===== src/rtl/fetch_debug_controller.sv =====
// Debug-link sequencer for the fetch stage: decodes UART command bytes, loads
// program words into instruction memory, and gates run/step/reset of the pipeline.
module fetch_debug_controller #(
  parameter int NB_INSTR = 32,
  parameter int N_ADDR   = 2048,
  parameter int NB_ADDR  = 16,
  parameter int NB_BYTE  = 8
) (
  input  logic                i_clock,
  input  logic                i_reset,
  input  logic [NB_BYTE-1:0]  i_rx_data,
  input  logic                i_rx_valid,
  output logic [NB_BYTE-1:0]  o_tx_data,
  output logic                o_tx_valid,
  input  logic                i_tx_ready,
  output logic [NB_ADDR-1:0]  o_instrmem_addr,
  output logic [NB_INSTR-1:0] o_instrmem_data,
  output logic [3:0]          o_instrmem_we,
  output logic                o_valid,
  output logic                o_cpu_reset,
  input  logic                i_halt,
  output logic                o_busy
);

  localparam int NB_IDX         = $clog2(N_ADDR);
  localparam int NB_LEN         = 2 * NB_BYTE;
  localparam int BYTES_PER_WORD = NB_INSTR / NB_BYTE;
  localparam int NB_BCNT        = (BYTES_PER_WORD > 1) ? $clog2(BYTES_PER_WORD) : 1;

  localparam logic [NB_BYTE-1:0] CMD_LOAD  = NB_BYTE'(1);
  localparam logic [NB_BYTE-1:0] CMD_RUN   = NB_BYTE'(2);
  localparam logic [NB_BYTE-1:0] CMD_STEP  = NB_BYTE'(3);
  localparam logic [NB_BYTE-1:0] CMD_RESET = NB_BYTE'(4);
  localparam logic [NB_BYTE-1:0] CMD_BREAK = NB_BYTE'(5);
  localparam logic [NB_BYTE-1:0] ACK_FLAG  = {1'b1, {(NB_BYTE-1){1'b0}}};
  localparam logic [NB_BCNT-1:0] LAST_BYTE = NB_BCNT'(BYTES_PER_WORD - 1);

  typedef enum logic [3:0] {
    ST_IDLE,
    ST_LEN_HI,
    ST_LEN_LO,
    ST_DATA,
    ST_WRITE,
    ST_RUN,
    ST_STEP,
    ST_CRST,
    ST_ACK
  } state_t;

  state_t              state_reg;
  state_t              state_next;
  logic [NB_BYTE-1:0]  cmd_reg;
  logic [NB_BYTE-1:0]  len_hi_reg;
  logic [NB_LEN-1:0]   remaining_reg;
  logic [NB_IDX-1:0]   word_idx_reg;
  logic [NB_BCNT-1:0]  byte_cnt_reg;
  logic [NB_INSTR-1:0] word_reg;
  logic [NB_INSTR-1:0] word_shift;
  logic [NB_LEN-1:0]   len_rx;
  logic                rx_is_cmd;

  assign len_rx = {len_hi_reg, i_rx_data};

  // Big-endian assembly: each new byte enters lane 0 and older bytes move up.
  genvar gi;
  generate
    for (gi = 0; gi < BYTES_PER_WORD; gi++) begin : g_lane
      if (gi == 0) begin : g_first
        assign word_shift[NB_BYTE-1:0] = i_rx_data;
      end else begin : g_shift
        assign word_shift[gi*NB_BYTE +: NB_BYTE] = word_reg[(gi-1)*NB_BYTE +: NB_BYTE];
      end
    end
  endgenerate

  always_comb begin
    rx_is_cmd = 1'b0;
    case (i_rx_data)
      CMD_LOAD, CMD_RUN, CMD_STEP, CMD_RESET: rx_is_cmd = 1'b1;
      default:                                rx_is_cmd = 1'b0;
    endcase
  end

  // State register
  always_ff @(posedge i_clock) begin
    if (i_reset) begin
      state_reg <= ST_IDLE;
    end else begin
      state_reg <= state_next;
    end
  end

  // Next-state logic
  always_comb begin
    state_next = state_reg;
    case (state_reg)
      ST_IDLE: begin
        if (i_rx_valid) begin
          case (i_rx_data)
            CMD_LOAD:  state_next = ST_LEN_HI;
            CMD_RUN:   state_next = ST_RUN;
            CMD_STEP:  state_next = ST_STEP;
            CMD_RESET: state_next = ST_CRST;
            default:   state_next = ST_IDLE;
          endcase
        end
      end
      ST_LEN_HI: begin
        if (i_rx_valid) state_next = ST_LEN_LO;
      end
      ST_LEN_LO: begin
        if (i_rx_valid) state_next = (len_rx == '0) ? ST_ACK : ST_DATA;
      end
      ST_DATA: begin
        if (i_rx_valid && (byte_cnt_reg == LAST_BYTE)) state_next = ST_WRITE;
      end
      ST_WRITE: begin
        state_next = (remaining_reg == NB_LEN'(1)) ? ST_ACK : ST_DATA;
      end
      ST_RUN: begin
        if (i_halt || (i_rx_valid && (i_rx_data == CMD_BREAK))) state_next = ST_ACK;
      end
      ST_STEP:  state_next = ST_ACK;
      ST_CRST:  state_next = ST_ACK;
      ST_ACK: begin
        if (i_tx_ready) state_next = ST_IDLE;
      end
      default:  state_next = ST_IDLE;
    endcase
  end

  // Datapath registers: command, length, word index and word assembly
  always_ff @(posedge i_clock) begin
    if (i_reset) begin
      cmd_reg       <= '0;
      len_hi_reg    <= '0;
      remaining_reg <= '0;
      word_idx_reg  <= '0;
      byte_cnt_reg  <= '0;
      word_reg      <= '0;
    end else begin
      case (state_reg)
        ST_IDLE: begin
          if (i_rx_valid && rx_is_cmd) begin
            cmd_reg <= i_rx_data;
            if (i_rx_data == CMD_LOAD) begin
              word_idx_reg <= '0;
              byte_cnt_reg <= '0;
            end
          end
        end
        ST_LEN_HI: begin
          if (i_rx_valid) len_hi_reg <= i_rx_data;
        end
        ST_LEN_LO: begin
          if (i_rx_valid) remaining_reg <= len_rx;
        end
        ST_DATA: begin
          if (i_rx_valid) begin
            word_reg     <= word_shift;
            byte_cnt_reg <= (byte_cnt_reg == LAST_BYTE) ? '0 : byte_cnt_reg + NB_BCNT'(1);
          end
        end
        ST_WRITE: begin
          // Index is NB_IDX bits wide, so it wraps modulo N_ADDR on its own.
          word_idx_reg  <= word_idx_reg + NB_IDX'(1);
          remaining_reg <= remaining_reg - NB_LEN'(1);
        end
        default: ;
      endcase
    end
  end

  // Output logic
  always_comb begin
    o_tx_data       = '0;
    o_tx_valid      = 1'b0;
    o_instrmem_addr = '0;
    o_instrmem_data = '0;
    o_instrmem_we   = 4'h0;
    o_valid         = 1'b0;
    o_cpu_reset     = 1'b0;
    o_busy          = (state_reg != ST_IDLE);
    case (state_reg)
      ST_WRITE: begin
        o_instrmem_addr = NB_ADDR'(word_idx_reg);
        o_instrmem_data = word_reg;
        o_instrmem_we   = 4'hF;
      end
      ST_RUN, ST_STEP: o_valid = 1'b1;
      ST_CRST:         o_cpu_reset = 1'b1;
      ST_ACK: begin
        o_tx_valid = 1'b1;
        o_tx_data  = cmd_reg | ACK_FLAG;
      end
      default: ;
    endcase
  end

endmodule


===== config.mk =====
export PLATFORM = sky130hd
export DESIGN_NAME = fetch_debug_controller
export DESIGN_NICKNAME = d
export VERILOG_FILES = /design/src/rtl/fetch_debug_controller.sv
export SDC_FILE = /design/constraint.sdc
export NUM_CORES = 1
export LEC_CHECK = 0
export CAP_MARGIN = 10
export CORE_UTILIZATION = 47
export DETAILED_ROUTE_END_ITERATION = 10
export PLACE_DENSITY = 0.86
export SLEW_MARGIN = 30
export SYNTH_ARGS = -nofsm -noshare
export SYNTH_HDL_FRONTEND = slang
export SYNTH_SLANG_ARGS = --single-unit

===== constraint.sdc =====
create_clock -name i_clock -period 1.75 [get_ports i_clock]
set_input_delay 0.35 -clock i_clock [delete_from_list [all_inputs] [get_ports i_clock]]
set_output_delay 0.35 -clock i_clock [all_outputs]
set_load 0.1 [all_outputs]

=== Yosys cells after proc, flatten, opt, wreduce, memory -nomap -nowiden ===
Index checks and enable logic that the tools add are counted.

* Bits in registers: 80
* ROM bits: 0
* Memories kept: 0
* Latch bits: 0
* Input port bits: 13
* Logic and storage cells: 82
* Memory bits (writable): 0

* Order comparisons: 0
* Multiplexer cells: 28
* Multipliers: 0
* Shift-type cells: 0
* Div/mod/pow operators: 0
* Bitwise gates (word level): 0
* Eq/ne operators: 24
* Add/subtract/negate cells: 3
* Reduce and logical (&&, ||, !) cells: 20

{| class="wikitable"
|+ Operators with widths
! operator !! count
|-
| $mux 4 || 9
|-
| $mux 11 || 3
|-
| $mux 32 || 1
|-
| $pmux 16 s2 || 1
|-
| $pmux 4 s8 || 1
|-
| $pmux 11 s2 || 1
|-
| $ne 2x2->1 const B || 9
|-
| $eq 16x1->1 const B || 1
|-
| $eq 4x3->1 const B || 4
|-
| $eq 8x2->1 const B || 2
|-
| $eq 8x3->1 const B || 2
|-
| $logic_not 16->1 || 1
|-
| $mux 16 || 1
|-
| $sub 16x1->16 const B || 1
|-
| $pmux 3 s4 || 1
|-
| $add 11x1->11 const B || 1
|-
| $eq 4x2->1 const B || 2
|-
| $eq 8x1->1 const B || 1
|-
| $mux 2 || 4
|-
| $mux 8 || 1
|-
| $reduce_and 2->1 || 4
|-
| $reduce_and 6->1 || 1
|-
| $reduce_bool 2->1 || 3
|-
| $eq 4x1->1 const B || 1
|-
| other kinds (13) || 19
|}

=== Longest topological paths before layout ===
* Word-level depth: 6
* Depth in mapped cells: 9
* Depth with buffers taken out: 7

=== Least setup slack after synthesis ===
No wires, ideal clock.

* Path kind: register to output
* From: register state_reg[0]
* To: output o_tx_data[0]
* Cell stages (with the launch flop): 4
* Arrival: 5147 ps
* Setup slack: -3747 ps
* Cells stage by stage: dfxtp_1 -> clkbuf_1 -> nor4b_1 -> and2_1

* Longest elaborated chain between the ends: 2

{| class="wikitable"
|+ RTL lines
! element !! line !! source
|-
| start: declaration || 50 || <nowiki>state_t state_reg;</nowiki>
|-
| start signal: assignment || 89 || <nowiki>state_reg <= state_next;</nowiki>
|-
| $eq 4x4->1 || 184 || <nowiki>case (state_reg)</nowiki>
|-
| $mux 8 || 184 ||
|-
| end: declaration || 13 || <nowiki>output logic [NB_BYTE-1:0] o_tx_data,</nowiki>
|}

Every way passes these cells.

=== Worst setup path in the final report ===
* From: register state_reg[2]
* To: register remaining_reg[8]

* Longest elaborated chain between the ends: 3

{| class="wikitable"
|+ RTL lines
! element !! line !! source
|-
| $eq 4x2->1 / $eq 4x3->1 (equally long branches) || 142 || <nowiki>case (state_reg)</nowiki>
|-
| $ne 2x2->1 (no source line) / $reduce_bool 2->1 (equally long branches) || n/a ||
|-
| $reduce_and 2->1 (no source line) || n/a ||
|-
| end signal: assignment || 156 || <nowiki>if (i_rx_valid) remaining_reg <= len_rx;</nowiki>
|-
| end signal: assignment || 167 || <nowiki>remaining_reg <= remaining_reg - NB_LEN'(1);</nowiki>
|-
| end: declaration || 54 || <nowiki>logic [NB_LEN-1:0] remaining_reg;</nowiki>
|}

Several ways; a longest one is shown, not always the timed one.
A chain may end at the register's enable or synchronous reset.

==> results.sh <==
export IMPL_status="finished with violations"
export IMPL_violations="negative setup slack"
export IMPL_routed_wl_met3_um=2500
export IMPL_fp_dieH_um=95.1
export IMPL_first_global_vias=4811
export IMPL_design_final_nets=681
export IMPL_power_per_cell_area_nw_per_um2=491
export IMPL_synth_async_reset_ratio_pct=0
export IMPL_worst_ir_drop_vdd_uv=497
export IMPL_flop_pwr_share_pct=50.4
export IMPL_io_buffer_count=71
export IMPL_yosysUniqueCellTypes=62
export IMPL_top_cells_by_count_synth="88 x sky130_fd_sc_hd__nand2_1, 80 x sky130_fd_sc_hd__dfxtp_1, 53 x sky130_fd_sc_hd__and2_1"
export IMPL_core_um2=8300
export IMPL_max_cap_violations=0
export IMPL_die_area_um2=9050
export IMPL_route_layer_met1_wl_um=7270
export IMPL_setup_viol_count_final=135
export IMPL_critical_path_arrival_ns=2.52
export IMPL_synth_top_cell_by_area="sky130_fd_sc_hd__dfxtp_1"
export IMPL_worstMarginPinSlew_ns=0.708
export IMPL_wire_length_of_the_first_global_routing_pass_um=25200
export IMPL_worstPathMaxFanout=5
export IMPL_utilization_after_layout_pct=88.9
export IMPL_synth_cell_area_um2=4080
export IMPL_synthCells=505
export IMPL_leakagePower_nw=2.88
export IMPL_setup_worst_path_end_class="flip-flop"
export IMPL_place_detailed_hpwl_um=9020
export IMPL_maxUsedRoutingLayer="met5"
export IMPL_area_growth_synth_to_final_pct=80.9
export IMPL_min_path_type="input port to flip-flop"
export IMPL_initial_antenna_violation_count=2
export IMPL_crit_path_start_kind="flip-flop"
export IMPL_detail_route_first_pass_iterations=5
export IMPL_numCtsBuffers=9
export IMPL_drt_total_wl_um=21400
export IMPL_setup_slack_ns=-0.504
export IMPL_cts_htree_levels=3
export IMPL_rows=33
export IMPL_fin_worst_hold_slack_ns=0.358
export IMPL_insertion_delay_ns=0.41
export IMPL_power_switching_fraction_pct=31.1
export IMPL_largest_register_ff_count=32
export IMPL_num_vias=5310
export IMPL_clkSlewWorstSetupHoldPaths_ns=0.14
export IMPL_slew_headroom_pct=52.7
export IMPL_x_dimension_of_the_die_um=95.1
export IMPL_finalWeightedCongestion=1.00
export IMPL_worst_endpoint_required_ns=2.01
export IMPL_timing_final_crit_period_ns=2.25
export IMPL_timing_clock_skew_ns=0.0471
export IMPL_power_frac_comb_pct=9.2
export IMPL_synth_area_leaders="sky130_fd_sc_hd__dfxtp_1 39%, sky130_fd_sc_hd__and2_1 8.1%, sky130_fd_sc_hd__nand2_1 8.1%, sky130_fd_sc_hd__a21oi_1 5.8%, sky130_fd_sc_hd__nor2_1 4.1%"
export IMPL_total_negative_slack_for_setup_checks_ns=-35.15
export IMPL_setup_crit_path_kind="flip-flop to flip-flop"
export IMPL_rsz0062_at_grt="true"
export IMPL_final_max_slew_violation_count=0
export IMPL_clkSinkCount=80
export IMPL_clk_root_buffer_cell="sky130_fd_sc_hd__clkbuf_8"
export IMPL_yosys_warnings=0
export IMPL_yosys_register_bits=80
export IMPL_grt_ovfl_total=0
export IMPL_wire_per_inst_um=27.6
export IMPL_grt_max_degree=33
export IMPL_drt_drc_violations_left=0
export IMPL_power_frac_clock_pct=40.4
export IMPL_p_int_mw=2.50
export IMPL_post_synth_cell_area_avg_um2=8.07
export IMPL_met2WireLength_um=9790
export IMPL_initial_core_util_pct=49.1
export IMPL_net_switching_power_mw=1.13
export IMPL_yosysSeqAreaShare_pct=39.3
export IMPL_io_pins=77
export IMPL_drt_first_iter_violations=817
export IMPL_ratio_of_final_minimum_period_to_clock_period_pct=129
export IMPL_avgViaCountPerCell=6.84
export IMPL_synth_top_area_share_pct=39.3
export IMPL_synth_edff_count=0
export IMPL_maxClockFrequency_mhz=444
export IMPL_ys_flop_type="sky130_fd_sc_hd__dfxtp_1"
export IMPL_cts_hold_repair_buffers=0
export IMPL_hold_viol_final=0
export IMPL_global_route_usage_total_pct=37.0
export IMPL_yosys_cell_count_top_type="sky130_fd_sc_hd__nand2_1"
export IMPL_cts_tree="yes"
export IMPL_max_clock_path_buffers=2
export IMPL_drive_gt1_share_pct=52.9
export IMPL_ant_nets=0
==> power groups by stage <==
stage	Combinational, mW	Sequential [mW]	Clock (mW)
after detailed placement	0.257	1.87	0
after global routing	0.339	1.83	1.52
after global placement	0.251	1.87	0
after floorplan	0.157	1.87	0
final	0.335	1.83	1.46
after CTS	0.272	1.83	1.39
==> critical path, stage by stage, from the launching register on <==
cell,delay [ns]
sky130_fd_sc_hd__dfxtp_4,0.41
sky130_fd_sc_hd__nand2b_4,0.06
sky130_fd_sc_hd__or3_4,0.39
sky130_fd_sc_hd__clkinv_8,0.11
sky130_fd_sc_hd__buf_4,0.12
sky130_fd_sc_hd__buf_8,0.10
sky130_fd_sc_hd__buf_4,0.11
sky130_fd_sc_hd__nand2_2,0.06
sky130_fd_sc_hd__or3_4,0.36
sky130_fd_sc_hd__o211ai_1,0.27
sky130_fd_sc_hd__a21oi_1,0.11
==> area by class of cell <==
type                    count  area (um^2)
multi-input cells         382         2910
clock buffers               9          124
diodes                      2         5.00
fillers                   290          921
well taps                 105          131
clock inverters             7         71.3
inverters                   7         38.8
flip-flops and latches     80         1610
repair buffers            184         2490
==> cells by family (layout without fill, tap and decap cells) <==
| family | count (synthesis) | count (layout) | share of synthesized area [%] |
|---|---|---|---|
| other | 1 | 7 | 0.0920 |
| and+or+nand+nor | 256 | 256 | 32.6 |
| buffers and inverters | 47 | 207 | 6.11 |
| xor gates and xnor gates | 10 | 10 | 2.15 |
| DFF | 80 | 80 | 39.3 |
| AOI/OAI and AO/OA | 96 | 96 | 15.8 |
| adders and majority gates | 4 | 4 | 1.23 |
| muxes | 11 | 11 | 2.70 |
==> what timing repair did <==
action	CTS	global route
hold endpoints to repair	0	0
setup endpoints to repair	127	138
resized for setup	79	114
gates cloned	2	3
buffers inserted	15	26
pin swaps	33	55
==> path summary, 6_finish.rpt <==
kind,from,end,slack (ns),cells after the start
worst min-delay path,i_reset,word_reg[10],0.36,2
worst max register to register,state_reg[2],remaining_reg[8],-0.50,10
worst min register to register,cmd_reg[4],cmd_reg[4],0.48,1
worst max-delay path,state_reg[2],remaining_reg[8],-0.50,10
==> cells in the final DEF (no fill, tap or decap), types with 8 or more instances in the layout <==
cell / netlist / final
sky130_fd_sc_hd__and2_4: 1 / 49
sky130_fd_sc_hd__buf_6: 1 / 26
sky130_fd_sc_hd__buf_8: 0 / 8
sky130_fd_sc_hd__buf_4: 10 / 66
sky130_fd_sc_hd__a21oi_1: 47 / 27
sky130_fd_sc_hd__buf_12: 0 / 67
sky130_fd_sc_hd__nand2_2: 1 / 18
sky130_fd_sc_hd__nand2_1: 88 / 69
sky130_fd_sc_hd__xnor2_1: 9 / 9
sky130_fd_sc_hd__a21oi_2: 0 / 19
sky130_fd_sc_hd__mux2i_1: 11 / 10
sky130_fd_sc_hd__dfxtp_1: 80 / 72
sky130_fd_sc_hd__nor2_1: 45 / 33
sky130_fd_sc_hd__clkbuf_8: 2 / 9
sky130_fd_sc_hd__nor2_4: 1 / 8
==> routing by layer <==
layer | global-route usage, % | up-vias
met4 | 23.4 | 2
met1 | 41.5 | 2503
met3 | 10.1 | 207
met5 | 0 | -
met2 | 61.8 | 553
li1 | - | 2045
==> stage by stage <==
step	total power [mW]	cells	setup slack [ns]	instance area, um^2
floorplan	2.03	509	-0.966	4420
global placement	2.12	717	-0.543	6100
detailed placement	2.13	717	-0.670	6100
CTS	3.49	749	-0.411	6690
global route	3.68	774	-0.516	7370
finish	3.63	776	-0.504	7380
Power figures use the tool's default switching activity.
